==> src/rtl/apb_slave_mem.sv <==
// APB3 completer backed by a small word memory, with programmable wait states.
// Define APB_SLV_PSLVERR_EN to flag out-of-range accesses with PSLVERR instead of wrapping the index.
module apb_slave_mem #(
  parameter int          AW          = 9,
  parameter int          DW          = 8,
  parameter int unsigned DEPTH       = 256,
  parameter int unsigned WAIT_CYCLES = 0
) (
  input  logic          pclk,
  input  logic          preset,
  input  logic          psel,
  input  logic          penable,
  input  logic          pwrite,
  input  logic [AW-1:0] paddr,
  input  logic [DW-1:0] pwdata,
  output logic [DW-1:0] prdata,
  output logic          pready,
  output logic          pslverr
);

  localparam int IW = (DEPTH > 1) ? $clog2(DEPTH) : 1;

  typedef enum logic {IDLE, ACCESS} state_t;

  logic [DW-1:0] mem [DEPTH];

  state_t        state_q, state_d;
  logic [3:0]    cnt_q, cnt_d;
  logic [IW-1:0] idx_q, idx_d;
  logic          err_q, err_d;
  logic          write_q, write_d;
  logic [DW-1:0] wdata_q, wdata_d;
  logic          pready_q, pready_d;
  logic          pslverr_q, pslverr_d;
  logic [DW-1:0] prdata_q;

  logic          setup_pulse;
  logic          rd_load, rd_clr, mem_we;
  logic [IW-1:0] rd_idx;
  logic          rd_err, rd_write;

  logic [AW-2:0] raw_idx;
  logic [IW-1:0] cur_idx;
  logic          cur_err;
  logic          unused_msb;

  assign raw_idx    = paddr[AW-2:0];
  assign unused_msb = paddr[AW-1];

`ifdef APB_SLV_PSLVERR_EN
  assign cur_err = (32'(raw_idx) >= DEPTH);
  assign cur_idx = raw_idx[IW-1:0];
`else
  // Wrap modulo DEPTH; collapses to a plain truncation for power-of-two depths.
  assign cur_err = 1'b0;
  assign cur_idx = IW'(32'(raw_idx) % DEPTH);
`endif

  assign setup_pulse = psel && !penable;

  always_comb begin
    state_d   = state_q;
    cnt_d     = cnt_q;
    idx_d     = idx_q;
    err_d     = err_q;
    write_d   = write_q;
    wdata_d   = wdata_q;
    pready_d  = pready_q;
    pslverr_d = pslverr_q;
    rd_load   = 1'b0;
    rd_clr    = 1'b0;
    mem_we    = 1'b0;
    rd_idx    = idx_q;
    rd_err    = err_q;
    rd_write  = write_q;
    case (state_q)
      IDLE: begin
        if (setup_pulse) begin
          state_d  = ACCESS;
          idx_d    = cur_idx;
          err_d    = cur_err;
          write_d  = pwrite;
          wdata_d  = pwdata;
          cnt_d    = 4'(WAIT_CYCLES);
          pready_d = (WAIT_CYCLES == 0);
          if (WAIT_CYCLES == 0) begin
            rd_load   = 1'b1;
            rd_idx    = cur_idx;
            rd_err    = cur_err;
            rd_write  = pwrite;
            pslverr_d = cur_err;
          end
        end
      end
      ACCESS: begin
        if (!psel) begin
          state_d   = IDLE;
          cnt_d     = 4'd0;
          pready_d  = 1'b0;
          pslverr_d = 1'b0;
          rd_clr    = 1'b1;
        end else if (!pready_q) begin
          cnt_d    = cnt_q - 4'd1;
          pready_d = (cnt_q == 4'd1);
          if (cnt_q == 4'd1) begin
            rd_load   = 1'b1;
            pslverr_d = err_q;
          end
        end else if (penable) begin
          mem_we    = write_q && !err_q;
          state_d   = IDLE;
          pready_d  = 1'b0;
          pslverr_d = 1'b0;
          rd_clr    = 1'b1;
        end
      end
      default: state_d = IDLE;
    endcase
  end

  always_ff @(posedge pclk) begin
    if (preset) begin
      state_q   <= IDLE;
      cnt_q     <= 4'd0;
      idx_q     <= '0;
      err_q     <= 1'b0;
      write_q   <= 1'b0;
      wdata_q   <= '0;
      pready_q  <= 1'b0;
      pslverr_q <= 1'b0;
    end else begin
      state_q   <= state_d;
      cnt_q     <= cnt_d;
      idx_q     <= idx_d;
      err_q     <= err_d;
      write_q   <= write_d;
      wdata_q   <= wdata_d;
      pready_q  <= pready_d;
      pslverr_q <= pslverr_d;
    end
  end

  // A reset coinciding with the completing edge must drop the write.
  always_ff @(posedge pclk) begin
    if (mem_we && !preset) begin
      mem[idx_q] <= wdata_q;
    end
  end

  always_ff @(posedge pclk) begin
    if (preset || rd_clr) begin
      prdata_q <= '0;
    end else if (rd_load) begin
      prdata_q <= (rd_err || rd_write) ? '0 : mem[rd_idx];
    end
  end

  assign prdata  = prdata_q;
  assign pready  = pready_q;
  assign pslverr = pslverr_q;

endmodule

==> config.mk <==
export PLATFORM = sky130hd
export DESIGN_NAME = apb_slave_mem
export DESIGN_NICKNAME = d
export VERILOG_FILES = /design/src/rtl/apb_slave_mem.sv
export SDC_FILE = /design/constraint.sdc
export NUM_CORES = 2
export LEC_CHECK = 0
export ABC_CLOCK_PERIOD_IN_PS = 6450
export CAP_MARGIN = 40
export CORE_MARGIN = 2
export CORE_UTILIZATION = 55
export CTS_CLUSTER_DIAMETER = 120
export DETAILED_ROUTE_END_ITERATION = 10
export PLACE_DENSITY_LB_ADDON = 0.25
export SLEW_MARGIN = 20
export SYNTH_ARGS = -nofsm -noshare
export SYNTH_HDL_FRONTEND = slang
export SYNTH_SLANG_ARGS = --single-unit
==> constraint.sdc <==
create_clock -name pclk -period 6.45 [get_ports pclk]
set_input_delay 1.6125 -clock pclk [delete_from_list [all_inputs] [get_ports pclk]]
set_output_delay 1.6125 -clock pclk [all_outputs]
set_load 0.01 [all_outputs]
==> reports/qor.yml <==
clock_sinks: 2081
multiInputGateArea_sq_mm: 0.01828
drc_errors: 0
synth-main-ff-cell: "edfxtp_1"
critPathMaxFanout: 40
cts_buffer_depth: 3
path_clk_slew_ps: 60
hpwlAfterDp_mm: 142.6
antenna_found_initial: 13
yosys_warnings: 0
synth_cells: 5903
drive_above_1_share_pct: 12.23
htree_levels: 4
seqCellArea_sq_mm: 0.06219
fp.coreArea_sq_mm: 0.1478
max_freq_ghz: 0.1816
met2WireLength_mm: 107.4
relSlewSlack_pct: 10.79
io-pin-count: 32
powerDensity_mw_per_mm2: 300.6
final.setup.tns_ps: 0
required_ps: 7220
grt_start_max_net_pins: 222
die-width_um: 390.1
drt-total-wl_mm: 236.3
avgRoutedWirePerCell_um: 28.63
p_switching_mw: 6.397
io_buffer_count: 30
hold_violations: 0
drv_cap: 0
vias: 52891
skew_ps: 32.80
p_int_mw: 21.50
postCtsSetupRepairBufs: 0
worst_setup_path_start_kind: "primary input"
grt-ovfl-total: 0
clock_latency_ps: 840
gp_congestion: 0.8969
pwr-share-seq_pct: 53.3
cts_resized: 0
crit_type: "primary input to flip-flop"
ys_seq_elements: 2081
viasPerCell: 6.408
finalNetCount: 6166
die_h_um: 390.1
hold_slack_ps: 459.8
met1Wirelength_mm: 87.80
hold-path-cell-count: 1
start_util_pct: 55.46
status: "finished clean"
cts_buffers: 201
synth_fp_nets: 5927
setup_viol: 0
leakage_nw: 31.04
timing.final.crit_period_ps: 5507
worstPathArrival_ps: 6280
avgSynthCellArea_sq_um: 13.89
fillerInstances: 10629
combPwrFrac_pct: 6.9
grt_pass1_vias: 49813
rows: 141
ant_nets: 0
synth-edff-count: 2048
async_reset_ff_share_pct: 0
dr_wl_met3_mm: 28.97
min_path_type: "flip-flop to flip-flop"
total_power_mw: 27.90
rsz0062_at_grt: "false"
grt_pass1_wl_mm: 340.6
first_pass_iters: 6
top_layer_used: "met5"
drt_iter0_drc: 7998
reg2regPathDepth: 11
finalCritPeriodShare_pct: 85.38
cts_root_buf: "clkbuf_16"
ir_drop_mv: 0.3146
postCtsHoldBufs: 0
endpoint_kind: "flip-flop"
final-max-slew-violation-count: 0
synthDistinctLibCells: 68
seq_area_frac_synth_pct: 75.81
syn_to_final_growth_pct: 13.21
design.die.area_sq_mm: 0.1522
pwr-share-clk_pct: 39.8
p_sw_share_pct: 22.93
syn_area_sq_mm: 0.08199
grt.total_usage_pct: 30.85
cts_tree: "yes"
worst_pin_slew_ps: 1338
-- power groups by stage --
stage | clock network [mW] | logic, mW | registers, mW
floorplan | 0 | 0.960 | 15.2
global placement | 0 | 1.82 | 15.2
detailed placement | 0 | 1.86 | 15.2
CTS | 11.1 | 1.87 | 14.9
global route | 11.7 | 2.01 | 14.9
finish | 11.1 | 1.93 | 14.9
-- metrics by stage --
| stage | utilization (%) | setup slack (ps) | std cells | cell area, sq um |
|---|---|---|---|---|
| 2_1_floorplan | - | 2156 | 5903 | 81990 |
| 3_3_place_gp | 58.16 | 277.4 | 7793 | 85990 |
| 3_5_place_dp | 58.34 | 252.1 | 7821 | 86240 |
| 4_1_cts | 62.48 | 1134 | 8195 | 92370 |
| 5_1_grt | 62.78 | 932.2 | 8248 | 92810 |
| 6_report | 62.79 | 943.2 | 8254 | 92820 |
-- critical path, cell delays in order --
cell,delay (ps)
clkdlybuf4s50_1,640
or3b_2,670
buf_4,280
a21oi_4,360
buf_12,320
buf_4,300
a21oi_1,100
a221oi_1,420
o21ai_0,260
a32oi_1,620
nand4_1,410
nand3_1,180
-- path summary, 6_finish.rpt --
kind            start         to  slack, ps
min reg2reg  cnt_q[3]   cnt_q[3]        460
max reg2reg   state_q  prdata[1]       1910
min          cnt_q[3]   cnt_q[3]        460
max              psel  prdata[1]        940
-- area by class of cell --
| cell class | instances | share of cell area, % |
|---|---|---|
| diodes | 11 | 0.02965 |
| clock buffers | 261 | 5.842 |
| clock inverters | 113 | 0.7629 |
| inverters | 5 | 0.02022 |
| multi-input cells | 3439 | 19.69 |
| flip-flops and latches | 2081 | 67.00 |
| well taps | 1930 | 2.602 |
| repair buffers | 414 | 4.056 |
-- per-layer routing --
layer / global-route usage (%) / up-vias
met2: 46.33 / 3448
li1: - / 22567
met3: 7.842 / 608
met4: 14.94 / 10
met5: 0 / -
met1: 42.41 / 26258
-- cells in the final DEF (no fill, tap or decap), types with 25 or more instances in the layout --
| cell type | netlist | layout |
|---|---|---|
| a21oi_1 | 226 | 226 |
| a22oi_1 | 68 | 68 |
| a31oi_1 | 154 | 152 |
| a32oi_1 | 57 | 57 |
| and3_1 | 45 | 45 |
| buf_12 | 0 | 41 |
| buf_4 | 9 | 334 |
| clkbuf_1 | 137 | 50 |
| clkbuf_16 | 0 | 207 |
| clkdlybuf4s50_1 | 0 | 30 |
| clkinv_1 | 0 | 53 |
| clkinv_2 | 0 | 41 |
| dfxtp_1 | 33 | 25 |
| edfxtp_1 | 2048 | 2048 |
| mux2i_1 | 130 | 124 |
| mux4_2 | 63 | 63 |
| nand2_1 | 1535 | 1535 |
| nand3_1 | 495 | 489 |
| nand4_1 | 88 | 88 |
| nor2_1 | 311 | 306 |
| o21ai_0 | 28 | 28 |
| o22ai_1 | 28 | 28 |
-- cells in the mapped netlist (8+ instances only) --
master	number	area share, %
and3_1	45	0.34
clkbuf_1	137	0.63
buf_4	9	0.082
a211oi_1	16	0.15
a221oi_1	21	0.22
dfxtp_1	33	0.81
a22oi_1	68	0.62
nor2_1	311	1.4
buf_2	173	1.1
a32oi_1	57	0.61
a311oi_1	18	0.19
a21oi_1	226	1.4
buf_1	53	0.24
nand2_1	1535	7.0
mux2i_1	130	1.6
a2111oi_0	17	0.18
o21ai_0	28	0.17
edfxtp_1	2048	75
o211ai_1	14	0.13
nand4_1	88	0.67
o22ai_1	28	0.21
nand3_1	495	3.0
nor3_1	17	0.10
mux2_2	8	0.11
o2111ai_1	11	0.12
a31oi_1	154	1.2
mux4_2	63	1.7
nor2b_1	11	0.084
-- state kept, by name (all words and copies together), names as in the netlist --
name / count
pslverr: 1
prdata: 8
state_q: 1
mem: 2048
pready: 1
err_q: 1
write_q: 1
cnt_q: 4
idx_q: 8
wdata_q: 8
-- cell families (layout without fill, tap and decap cells) --
| kind of cell | Yosys count | count (layout) | share of synthesized area [%] |
|---|---|---|---|
| buffers and inverters | 383 | 793 | 2.113 |
| flip-flops | 2081 | 2081 | 75.81 |
| adder cells (fa/ha/maj) | 2 | 2 | 0.03051 |
| XOR/XNOR | 1 | 1 | 0.01068 |
| AO/OA/AOI/OAI | 697 | 697 | 5.580 |
| multiplexers | 202 | 202 | 3.446 |
| other | 0 | 11 | 0 |
| AND/OR/NAND/NOR | 2537 | 2537 | 13.01 |
Note: power is estimated with default switching activity, not from simulation.
